## config.mk

```make
export PLATFORM = sky130hd
export DESIGN_NAME = enoc_node_interface
export DESIGN_NICKNAME = d
export VERILOG_FILES = /design/src/rtl/enoc_node_interface.sv
export SDC_FILE = /design/constraint.sdc
export NUM_CORES = 1
export LEC_CHECK = 0
export ABC_AREA = 1
export BUFFER_PORTS_ARGS = -buffer_cell sky130_fd_sc_hd__buf_4
export CAP_MARGIN = 20
export CORE_MARGIN = 3
export CORE_UTILIZATION = 59
export CTS_BUF_LIST = sky130_fd_sc_hd__clkbuf_8
export DETAILED_ROUTE_END_ITERATION = 8
export HOLD_SLACK_MARGIN = 0.06
export PLACE_DENSITY = 0.81
export REMOVE_ABC_BUFFERS = 1
export SLEW_MARGIN = 20
export SYNTH_ARGS = -nofsm -noshare
export SYNTH_HDL_FRONTEND = slang
export SYNTH_SLANG_ARGS = --single-unit
```

## constraint.sdc

```tcl
create_clock -name clk -period 3.5 [get_ports clk]
set_input_delay 0.7 -clock clk [delete_from_list [all_inputs] [get_ports clk]]
set_output_delay 0.7 -clock clk [all_outputs]
set_load 0.02 [all_outputs]
```

## src/rtl/enoc_node_interface.sv

```systemverilog
// rtl/enoc_node_interface.sv - network node interface with independent TX/RX packet queues and delivery counters

module enoc_node_fifo #(
    parameter int WIDTH = 32,
    parameter int DEPTH = 4
) (
    input  logic             clk,
    input  logic             reset,
    input  logic [WIDTH-1:0] i_push_data,
    input  logic             i_push_val,
    output logic             o_push_rdy,
    output logic [WIDTH-1:0] o_pop_data,
    output logic             o_pop_val,
    input  logic             i_pop_rdy
);
    localparam int AW = $clog2(DEPTH);
    localparam int CW = AW + 1;
    localparam logic [CW-1:0] DEPTH_C = CW'(DEPTH);

    logic [WIDTH-1:0] mem_q [DEPTH];
    logic [WIDTH-1:0] mem_d [DEPTH];
    logic [AW-1:0]    wr_ptr_q, wr_ptr_d;
    logic [AW-1:0]    rd_ptr_q, rd_ptr_d;
    logic [CW-1:0]    occ_q, occ_d;
    logic             push, pop;

    // Ready and valid come from occupancy alone, so a same-cycle pop never opens a slot.
    assign o_push_rdy = (occ_q < DEPTH_C);
    assign o_pop_val  = (occ_q != '0);
    assign o_pop_data = mem_q[rd_ptr_q];
    assign push       = i_push_val & o_push_rdy;
    assign pop        = o_pop_val & i_pop_rdy;

    always_comb begin
        mem_d    = mem_q;
        wr_ptr_d = wr_ptr_q;
        rd_ptr_d = rd_ptr_q;
        occ_d    = occ_q;
        if (push) begin
            mem_d[wr_ptr_q] = i_push_data;
            wr_ptr_d        = wr_ptr_q + AW'(1);
        end
        if (pop) begin
            rd_ptr_d = rd_ptr_q + AW'(1);
        end
        if (push && !pop) begin
            occ_d = occ_q + CW'(1);
        end else if (pop && !push) begin
            occ_d = occ_q - CW'(1);
        end
    end

    always_ff @(posedge clk) begin
        if (reset) begin
            wr_ptr_q <= '0;
            rd_ptr_q <= '0;
            occ_q    <= '0;
        end else begin
            wr_ptr_q <= wr_ptr_d;
            rd_ptr_q <= rd_ptr_d;
            occ_q    <= occ_d;
        end
    end

    // Storage is left unreset; entries are only observable once written.
    always_ff @(posedge clk) begin
        mem_q <= mem_d;
    end
endmodule

module enoc_node_interface #(
    parameter int PACKET_WIDTH = 32,
    parameter int TX_DEPTH     = 4,
    parameter int RX_DEPTH     = 4
) (
    input  logic                    clk,
    input  logic                    reset,
    input  logic [PACKET_WIDTH-1:0] i_tx_pkt,
    input  logic                    i_tx_val,
    output logic                    o_tx_rdy,
    output logic [PACKET_WIDTH-1:0] o_net_data,
    output logic                    o_net_data_val,
    input  logic                    i_net_en,
    input  logic [PACKET_WIDTH-1:0] i_net_data,
    input  logic                    i_net_data_val,
    output logic                    o_net_en,
    output logic [PACKET_WIDTH-1:0] o_rx_pkt,
    output logic                    o_rx_val,
    input  logic                    i_rx_rdy,
    output logic [31:0]             o_tx_count,
    output logic [31:0]             o_rx_count
);
    logic [31:0] tx_count_q, tx_count_d;
    logic [31:0] rx_count_q, rx_count_d;

    enoc_node_fifo #(.WIDTH(PACKET_WIDTH), .DEPTH(TX_DEPTH)) u_tx_fifo (
        .clk         (clk),
        .reset       (reset),
        .i_push_data (i_tx_pkt),
        .i_push_val  (i_tx_val),
        .o_push_rdy  (o_tx_rdy),
        .o_pop_data  (o_net_data),
        .o_pop_val   (o_net_data_val),
        .i_pop_rdy   (i_net_en)
    );

    enoc_node_fifo #(.WIDTH(PACKET_WIDTH), .DEPTH(RX_DEPTH)) u_rx_fifo (
        .clk         (clk),
        .reset       (reset),
        .i_push_data (i_net_data),
        .i_push_val  (i_net_data_val),
        .o_push_rdy  (o_net_en),
        .o_pop_data  (o_rx_pkt),
        .o_pop_val   (o_rx_val),
        .i_pop_rdy   (i_rx_rdy)
    );

    always_comb begin
        tx_count_d = tx_count_q;
        rx_count_d = rx_count_q;
        if (o_net_data_val && i_net_en) begin
            tx_count_d = tx_count_q + 32'd1;
        end
        if (i_net_data_val && o_net_en) begin
            rx_count_d = rx_count_q + 32'd1;
        end
    end

    always_ff @(posedge clk) begin
        if (reset) begin
            tx_count_q <= '0;
            rx_count_q <= '0;
        end else begin
            tx_count_q <= tx_count_d;
            rx_count_q <= rx_count_d;
        end
    end

    assign o_tx_count = tx_count_q;
    assign o_rx_count = rx_count_q;
endmodule
```

==> results of run 1 <==
-- flip-flops by register name, summed over array words and instances, names as in the netlist --
register,count
o_rx_count,32
o_tx_count,32
u_rx_fifo.mem_q,128
u_rx_fifo.occ_q,3
u_rx_fifo.rd_ptr_q,2
u_rx_fifo.wr_ptr_q,2
u_tx_fifo.mem_q,128
u_tx_fifo.occ_q,3
u_tx_fifo.rd_ptr_q,2
u_tx_fifo.wr_ptr_q,2
-- power groups by stage --
| stage | logic (µW) | clock network, µW | registers, µW |
|---|---|---|---|
| after CTS | 2730 | 3060 | 4810 |
| after detailed placement | 2710 | 0 | 4890 |
| after floorplan | 1440 | 0 | 4960 |
| after global routing | 2960 | 3250 | 4840 |
| after global placement | 2640 | 0 | 4870 |
| final | 2710 | 2990 | 4810 |
-- path summary, 6_finish.rpt --
check	end	slack, ns	cells past startpoint
setup / recovery	o_rx_pkt[26]	0.55	5
hold / removal	u_rx_fifo.mem_q[7]	0.33	1
setup reg to reg	u_tx_fifo.occ_q[2]	1.36	10
hold reg to reg	u_rx_fifo.occ_q[1]	0.50	2
-- layer usage --
metal | share of wire (%) | wire (µm) | track usage [%]
met5 | 0 | 0 | 0
met4 | 2.2 | 684 | 7.54
met3 | 7.7 | 2350 | 5.93
met2 | 49 | 15000 | 40.0
met1 | 41 | 12500 | 31.2
-- cell usage in the layout, fill, tap and decap left out, types with 2 or more instances in the layout --
master and count:
nand2_4 2, ha_1 12, fa_1 2, o21a_1 2, clkbuf_8 58, o21bai_1 3, nand2_1 128, inv_1 114
o22ai_1 64, nor2_1 224, nand3_2 5, buf_4 219, clkinv_2 3, o21ai_1 4, clkinv_1 8, xor2_1 11
nor2_4 7, nor2_2 20, inv_2 7, a21oi_1 37, edfxtp_1 256, nor3_2 3, dfxtp_2 2, nand4_1 18
o21ai_0 155, nor3_1 9, dfxtp_1 76, nand3_1 42, nand2_2 7
-- critical path, delay by kind of cell (launching register included) --
| kind | cells | cell delay (ns) |
|---|---|---|
| buffers and inverters | 3 | 0.57 |
| DFF | 1 | 0.67 |
| AOI/OAI and AO/OA | 2 | 0.43 |
-- area by class of cell --
| type | count | area, µm² |
|---|---|---|
| Clock buffer | 58 | 798 |
| Multi-Input combinational cell | 766 | 3860 |
| Clock inverter | 30 | 154 |
| Timing Repair Buffer | 219 | 1640 |
| Sequential cell | 334 | 9250 |
| Tap cell | 285 | 357 |
| Fill cell | 1618 | 6250 |
| Inverter | 105 | 394 |
-- synthesized netlist by cell type --
cell type	number	area share, %
nand3b_1	1	0.055
xor2_1	11	0.70
clkbuf_1	37	1.0
nor2_4	7	0.58
nor2_2	12	0.55
clkinv_1	1	0.027
buf_1	1	0.027
o21a_1	2	0.11
and3_1	1	0.046
and2_1	1	0.046
nand2_2	7	0.32
o21ba_2	1	0.073
nor3_2	3	0.22
nand4_1	18	0.82
a21oi_1	37	1.4
o21ai_0	155	5.7
o31ai_1	1	0.055
nor2_8	1	0.15
nand3_1	42	1.5
nor4_1	1	0.046
nand3_4	1	0.13
nand3_2	5	0.37
buf_6	1	0.082
nor3_1	9	0.33
a31oi_1	1	0.046
o21bai_1	3	0.16
o21ai_1	4	0.15
nor2_1	232	6.4
o22ai_1	64	2.9
dfxtp_1	78	11
fa_1	2	0.29
inv_1	97	2.7
nor3_4	1	0.12
buf_2	11	0.40
ha_1	12	1.1
edfxtp_1	256	56
nand2_4	2	0.16
a21oi_2	1	0.064
inv_2	7	0.19
nand2_1	128	3.5
-- logic make-up after synthesis --
logic type	synth area share (%)
xor+xnor	0.704
flops	67.6
buf+inv	4.41
fa+ha+maj	1.39
simple gates	15.3
compound gates	10.6
-- per-stage QoR --
step	setup WS [ns]	instances
CTS	0.509	1797
floorplan	0.153	1205
global placement	0.927	1709
global route	0.347	1797
detailed placement	0.877	1709
finish	0.554	1797
==> flow_metrics.tcl, run 1 <==
set metrics [dict create \
    grt_pass1_wl_um 47700 \
    postCtsResizedCells 0 \
    power_uw 10500 \
    grt_antenna_before_repair 0 \
    die_w_um 158 \
    post-cts-setup-buffer-count 0 \
    drive_gt1_share_pct 22.6 \
    leakagePower_uw 0.00624 \
    cts_root_buffer "clkbuf_8" \
    globalplace.congestion 0.871 \
    numCtsBuffers 51 \
    cpPeakStageDelay_ns 0.67 \
    pwr_density_cell_nw_per_um2 639 \
    drc 0 \
    synth_cell_types 40 \
    grtUsageTotal_pct 23.9 \
    cts_tree "yes" \
    fin_crit_ns 2.95 \
    min_from "i_net_data[7]" \
    ios 202 \
    clkTransAtPathRegs_ns 0.06 \
    syn_avg_cell_area_um2 10.9 \
    core-area_um2 22700 \
    peakVddDrop_uv 311 \
    cp_cell_sequence "inv_1 > buf_4 > o21ai_0 > o22ai_1 > buf_4" \
    yosysWarningCount 0 \
    holdWs_ns 0.335 \
    hpwl_um 18800 \
    cts_buffer_depth 3 \
    grt-ovfl-total 0 \
    grt_max_degree 66 \
    ant_nets 0 \
    ctsHoldBuffers 0 \
    slowest_stage "dfxtp_2" \
    clkPwrFrac_pct 28.5 \
    tns_ns 0 \
    clock_skew_ns 0.0177 \
    dieArea_um2 25100 \
    power.switching_fraction_pct 31.7 \
    relSlewSlack_pct 39.7 \
    start_kind "flop" \
    htreeDepth 2 \
    start_util_pct 60.3 \
    critPathRequiredTime_ns 2.80 \
    first_iter_violations 725 \
    path_class "reg2out" \
    synth-seq-area-share_pct 67.6 \
    avgViaCountPerCell 5.51 \
    worstMarginPinSlew_ns 0.899 \
    grt_pass1_vias 9617 \
    portBuffers 201 \
    syn_to_final_growth_pct 20.2 \
    wl_um 30600 \
    status "complete, no violations" \
    pwr-share-seq_pct 45.8 \
    final_area_um2 16500 \
    crit_top_cell "buf_4" \
    setup_viol 0 \
    timing.final.max_slew_violations 0 \
    critPathLaunch "u_rx_fifo.rd_ptr_q[0]" \
    path_max_fanout 38 \
    synthCells 1255 \
    die_h_um 158 \
    maxCapViolCount 0 \
    hold_viol 0 \
    switchingPower_uw 3330 \
    min_path_type "in2reg" \
    clkSinkCount 334 \
    synth_area_um2 13700 \
    power.internal_uw 7180 \
    r2r_start "u_tx_fifo.occ_q[0]" \
    fin_nets 1561 \
    row_count 55 \
    wl_per_cell_um 17.0 \
    vias 9895 \
    clock_latency_ns 0.56 \
    arrival_ns 2.25 \
    combPwrFrac_pct 25.8 \
    first_pass_iters 7 \
    fmax_mhz 339 \
    finalCritPeriodShare_pct 84.2 \
    ys_seq_elements 334 \
    fin_util_pct 72.5 \
    crit_path_end_kind "output pin" \
    antennaDiodeCount 0 \
    rsz0062_at_grt "false" \
    dpl_cell_area_um2 15500 \
]
Note: power is estimated with default switching activity, not from simulation.
==> run 2, diff against run 1 <==
Settings changed: ABC_AREA 1 to 0, CORE_UTILIZATION 59 to 53, PLACE_DENSITY 0.81 to 0.77.
Clock period 3.5 ns to 2.4 ns, I/O delays scaled along.
==> run 2 against run 1 <==
Clock power grew 41%. Largest cell class unchanged. Sequential power grew 47%. First-iteration DRC count shrank 44%. Wire length shrank 15%.
==> flow_metrics.tcl, run 2 <==
set metrics [dict create \
    status "complete, no violations" \
    clkTransAtPathRegs_ns 0.06 \
    grtUsageTotal_pct 19.2 \
    drc 0 \
    path_max_fanout 6 \
    synth_area_um2 12900 \
    rsz0062_at_grt "true" \
    path_class "reg2out" \
    wl_per_cell_um 18.9 \
    power_uw 15900 \
    synth_most_common_cell "edfxtp_1" \
    die_h_um 162 \
    synth_area_leader_cell "edfxtp_1" \
    met3_length_um 1720 \
    clkSinkCount 334 \
    start_util_pct 54.3 \
    yosysWarningCount 0 \
    setup_viol 0 \
    grt_antenna_before_repair 0 \
    synthCells 755 \
    leakagePower_uw 0.00582 \
    synth_cell_types 36 \
    antennaDiodeCount 0 \
    start_kind "flop" \
    grt-ovfl-total 0 \
    syn_to_final_growth_pct 26.0 \
    numCtsBuffers 51 \
    ant_nets 0 \
    synth_enable_flop_cells 256 \
    clock_latency_ns 0.55 \
    relSlewSlack_pct 65.7 \
    cts_root_buffer "clkbuf_8" \
    htreeDepth 2 \
    die_w_um 162 \
    hpwl_um 15800 \
    clock_skew_ns 0.0124 \
    ios 202 \
    fin_crit_ns 2.36 \
    finalCritPeriodShare_pct 98.2 \
    fin_nets 1092 \
    vias 7408 \
    maxCapViolCount 0 \
    first_pass_iters 4 \
    grt_pass1_wl_um 40300 \
    largestRegisters "u_rx_fifo.mem_q: 128 flops, u_tx_fifo.mem_q: 128 flops" \
    dieArea_um2 26200 \
    first_iter_violations 404 \
    grt_pass1_vias 7560 \
    tns_ns 0 \
    worstMarginPinSlew_ns 0.515 \
    met1_length_um 10800 \
    ys_top_cells_by_area "edfxtp_1 (60%), dfxtp_1 (12%), mux4_2 (11%), xor2_1 (2.2%), nor2_1 (2.1%)" \
    row_count 56 \
    yosys_most_used_dff "edfxtp_1" \
    avgViaCountPerCell 5.42 \
    min_path_type "in2reg" \
    hold_viol 0 \
    portBuffers 201 \
    fmax_mhz 424 \
    peakVddDrop_uv 482 \
    postSynth.asyncResetShare_pct 0 \
    crit_path_end_kind "output pin" \
    drive_gt1_share_pct 35.2 \
    pwr_density_cell_nw_per_um2 981 \
    cts_buffer_depth 3 \
    yosys.area.top_type_share_pct 59.7 \
    route.met2.wl_um 12800 \
    cts_tree "yes" \
    grt_max_degree 51 \
    timing.final.max_slew_violations 0 \
    syn_avg_cell_area_um2 17.0 \
    wl_um 25900 \
    ys_seq_elements 334 \
    maxUsedRoutingLayer "met4" \
    globalplace.congestion 0.789 \
    core-area_um2 23700 \
    synth-seq-area-share_pct 71.9 \
    mostFrequentLayoutCell "edfxtp_1" \
    ys_top_cells_by_count "edfxtp_1 (256), dfxtp_1 (78), nor2_1 (72), mux4_2 (64), xor2_1 (33)" \
    critPathRequiredTime_ns 1.92 \
    layout_common_cells "edfxtp_1 (256), buf_4 (176), dfxtp_1 (76)" \
    arrival_ns 1.88 \
]
==> run 2: changes by cell type in the layout (fill, tap and decap cells not counted), sizes merged, moves of 30 or more <==
cell   before  now
inv       122   34
mux4        0   64
o22ai      64    0
o21ai     159    9
nand2     137   24
nor2      252   72
xnor2       0   30
==> run 2: cell families (layout without fill, tap and decap cells) <==
family	count (synthesis)	after routing	share of synthesized area, %
fa+ha+maj	14	14	1.48
simple gates	205	205	8.40
xor+xnor	63	63	4.29
compound gates	24	24	0.992
flops	334	334	71.9
buf+inv	47	341	1.43
mux	68	68	11.5
==> run 2: final cells by class <==
class	instances	area, µm²
fillers	1580	7470
multi-input cells	374	3430
clock buffers	58	798
clock inverters	36	146
flip-flops and latches	334	9260
inverters	14	52.6
well taps	319	399
repair buffers	233	2130
==> run 2: final timing paths <==
path | start | end | slack [ns] | cells past startpoint
setup reg to reg | u_rx_fifo.occ_q[0] | u_rx_fifo.occ_q[2] | 0.25 | 8
setup / recovery | u_rx_fifo.rd_ptr_q[0] | o_rx_pkt[6] | 0.04 | 3
hold reg to reg | o_rx_count[31] | o_rx_count[31] | 0.49 | 2
hold / removal | i_net_data[23] | u_rx_fifo.mem_q[87] | 0.13 | 1
==> run 2: per-stage QoR <==
stage	hold WS [ns]	utilization (%)	area (µm²)	std cells	worst slack, ns
floorplan	0.482	-	12700	722	-0.302
global placement	0.481	63.3	15000	1268	0.316
detailed placement	0.484	63.3	15000	1268	0.245
CTS	0.0906	67.6	16000	1364	-0.0307
global route	0.0889	68.5	16200	1368	-0.0292
finish	0.126	68.5	16200	1368	0.0436
==> run 2: what timing repair did <==
item                       CTS  global route
setup buffers                1             0
gates resized for setup     14            30
gates cloned                 1             4
hold buffers                 0             0
setup endpoints to repair   41            47
==> run 2: where the power goes <==
group | internal [µW] | leakage, µW | switching (µW)
clock | 2210 | 0.000549 | 2030
sequential | 6830 | 0.00298 | 251
combinational | 2340 | 0.00230 | 2240
total | 11400 | 0.00582 | 4520
==> run 2: worst max-delay path, stage by stage, from the launching register on <==
cell and delay [ns]:
dfxtp_4 0.46, buf_12 0.16, mux4_2 0.54, buf_6 0.16
==> run 2: layer usage <==
metal | GRT usage (%) | vias to the layer above
li1 | - | 3415
met1 | 26.0 | 3707
met2 | 31.7 | 245
met3 | 4.23 | 41
met4 | 6.09 | 0
met5 | 0 | -
==> run 3, diff against run 2 <==
Settings changed: SYNTH_HIERARCHICAL set to 1.
Clock period 2.4 ns to 2 ns, I/O delays scaled along.
==> run 3 against run 2 <==
The flow now finishes with violations (setup timing). Worst setup slack worse by 0.36 ns. Worst hold slack better by 0.037 ns. Register-to-register slack worse by 0.18 ns. Via count is 13% higher. Total power is 25% higher. Die area is 2.9% higher.
==> flow_metrics.tcl, run 3 <==
set metrics [dict create \
    rrSetupSlack_ns 0.07 \
    layout_setup_ws_ns -0.314 \
    r2r_start "u_tx_fifo/occ_q[1]" \
    min_from "i_net_data_val" \
    hold_depth 3 \
    syn_avg_cell_area_um2 16.9 \
    cpLargestDelayFamily "multiplexers" \
    start_util_pct 54.2 \
    ys_top_cells_by_area "edfxtp_1 (58%), dfxtp_1 (12%), mux4_2 (9.5%), o31ai_1 (1.8%), or4_1 (1.8%)" \
    clock_latency_ns 0.57 \
    synth_most_common_cell "edfxtp_1" \
    finalCritPeriodShare_pct 116 \
    row_count 57 \
    critPathBufInv 2 \
    ys_seq_elements 334 \
    min_path_type "in2reg" \
    wl_um 30400 \
    status "finished, violations left" \
    vias 8403 \
    die_w_um 164 \
    synth_cell_types 42 \
    clkTransAtPathRegs_ns 0.06 \
    fmax_mhz 432 \
    synth-seq-area-share_pct 69.8 \
    critPathRequiredTime_ns 1.60 \
    cp_cell_sequence "buf_8 > mux4_2 > buf_6" \
    postSynth.asyncResetShare_pct 0 \
    first_pass_iters 5 \
    core-area_um2 24500 \
    path_class "reg2out" \
    avgViaCountPerCell 5.60 \
    first_iter_violations 462 \
    die_h_um 164 \
    synth_area_um2 13300 \
    dieArea_um2 26900 \
    peakVddDrop_uv 603 \
    yosys.area.top_type_share_pct 58.0 \
    fin_util_pct 71.9 \
    synth_enable_flop_cells 256 \
    fin_nets 1223 \
    r2r_end "u_tx_fifo/occ_q[2]" \
    cts_buffer_depth 3 \
    arrival_ns 1.91 \
    layout_common_cells "edfxtp_1 (256), buf_4 (191), dfxtp_1 (70)" \
    holdWs_ns 0.163 \
    mostFrequentLayoutCell "edfxtp_1" \
    ant_nets 0 \
    clkSinkCount 334 \
    numCtsBuffers 52 \
    fillers 1516 \
    grt_pass1_wl_um 46500 \
    grt-ovfl-total 0 \
    rsz0062_at_grt "true" \
    tns_ns -16.66 \
    slowest_stage "mux4_2" \
    ios 202 \
    relSlewSlack_pct 64.1 \
    yosysWarningCount 6 \
    crit_path_end_kind "output pin" \
    cts_tree "yes" \
    cts_root_buffer "clkbuf_8" \
    worstMarginPinSlew_ns 0.531 \
    globalplace.congestion 0.825 \
    drive_gt1_share_pct 37.1 \
    path_max_fanout 8 \
    yosys_most_used_dff "edfxtp_1" \
    leakagePower_uw 0.00629 \
    drc 0 \
    grt_antenna_before_repair 1 \
    grt_pass1_vias 8606 \
    hpwl_um 17600 \
    largestRegisters "u_rx_fifo/mem_q: 128 flops, u_tx_fifo/mem_q: 128 flops" \
    wl_per_cell_um 20.3 \
    setup_viol 64 \
    portBuffers 201 \
    start_kind "flop" \
    failed_checks "setup timing" \
    synth_area_leader_cell "edfxtp_1" \
    min_to "o_rx_count[1]" \
    htreeDepth 2 \
    reg2regPathDepth 7 \
    syn_to_final_growth_pct 32.8 \
    grtUsageTotal_pct 21.9 \
    ys_top_cells_by_count "edfxtp_1 (256), dfxtp_1 (78), mux4_2 (56), a21oi_1 (40), nor2_1 (36)" \
    cpPeakStageDelay_ns 0.54 \
    hold_viol 0 \
    clock_skew_ns 0.0214 \
    pwr_density_cell_nw_per_um2 1130 \
    synthCells 786 \
    fin_crit_ns 2.31 \
    maxCapViolCount 0 \
    grt_max_degree 37 \
    timing.final.max_slew_violations 0 \
]
==> run 3: cell count changes in the layout (fill, tap and decap cells not counted), sizes merged, moves of 27 or more <==
cell	change
dlygate4sd3	+64
buf	+46
nor2	-36
o31ai	+32
or4	+29
a21oi	+27
==> run 3: how the worst max path moves through the flow <==
stage | start | endpoint | cells after the start
after floorplan | u_tx_fifo/rd_ptr_q[0] | o_net_data[18] | 1
after global placement | i_net_data_val | u_rx_fifo/occ_q[2] | 8
after detailed placement | u_tx_fifo/occ_q[2] | u_tx_fifo/occ_q[2] | 7
after CTS | u_rx_fifo/rd_ptr_q[0] | o_rx_pkt[24] | 3
after global routing | u_tx_fifo/rd_ptr_q[0] | o_net_data[2] | 3
final | u_tx_fifo/rd_ptr_q[0] | o_net_data[31] | 3
==> run 3: layout make-up <==
class	instances	area, µm²	area share (%)
antenna	1	2.50	0.0142
clock buffer	58	798	4.54
clock inverter	32	141	0.803
inverter	16	63.8	0.363
multi-input combinational	394	3700	21.1
sequential	334	9270	52.7
tap	324	405	2.30
timing repair buffer	341	3210	18.3
==> run 3: stage by stage <==
step           setup slack [ns]  area (µm²)  total power (µW)  std cells
6_report                 -0.314       17600             19900       1500
5_1_grt                  -0.375       17600             20800       1500
4_1_cts                  -0.329       17500             19800       1496
2_1_floorplan            -0.660       13000             11500        744
3_3_place_gp             0.0449       15500             13600       1336
3_5_place_dp            -0.0455       15500             13700       1336
==> run 3: cell families after synthesis <==
family                   after synthesis  share of synthesized area, %
AO/OA/AOI/OAI                         84                          3.98
XOR/XNOR                              34                          2.25
adder cells (fa/ha/maj)               14                          1.44
buffers and inverters                 58                          2.65
flip-flops                           334                          69.8
multiplexers                          69                          11.5
AND/OR/NAND/NOR                      193                          8.39
==> run 3: per-layer routing <==
layer | wire, µm | global-route usage, %
met5 | 0 | 0
met4 | 546 | 6.23
met3 | 1980 | 3.88
met2 | 15800 | 37.1
met1 | 12100 | 29.4
==> run 3: where the power goes <==
| group | total, µW | leakage (µW) | switching [µW] | internal [µW] |
|---|---|---|---|---|
| clock | 5200 | 0.000552 | 2540 | 2650 |
| sequential | 8560 | 0.00298 | 339 | 8220 |
| combinational | 6150 | 0.00276 | 2940 | 3220 |
==> run 3: tightest hold or removal path, delay by kind of cell <==
family | cells | cell delay (ns)
and+or+nand+nor | 1 | 0.08
buffers and inverters | 1 | 0.14
AOI/OAI and AO/OA | 1 | 0.05
==> run 3: what timing repair did <==
action,in CTS,in global routing
buffers inserted,5,2
pin swaps,1,7
hold buffers,64,0
hold endpoints to repair,256,0
gates resized for setup,87,25
endpoints found under the setup margin,70,88
gates cloned,2,1
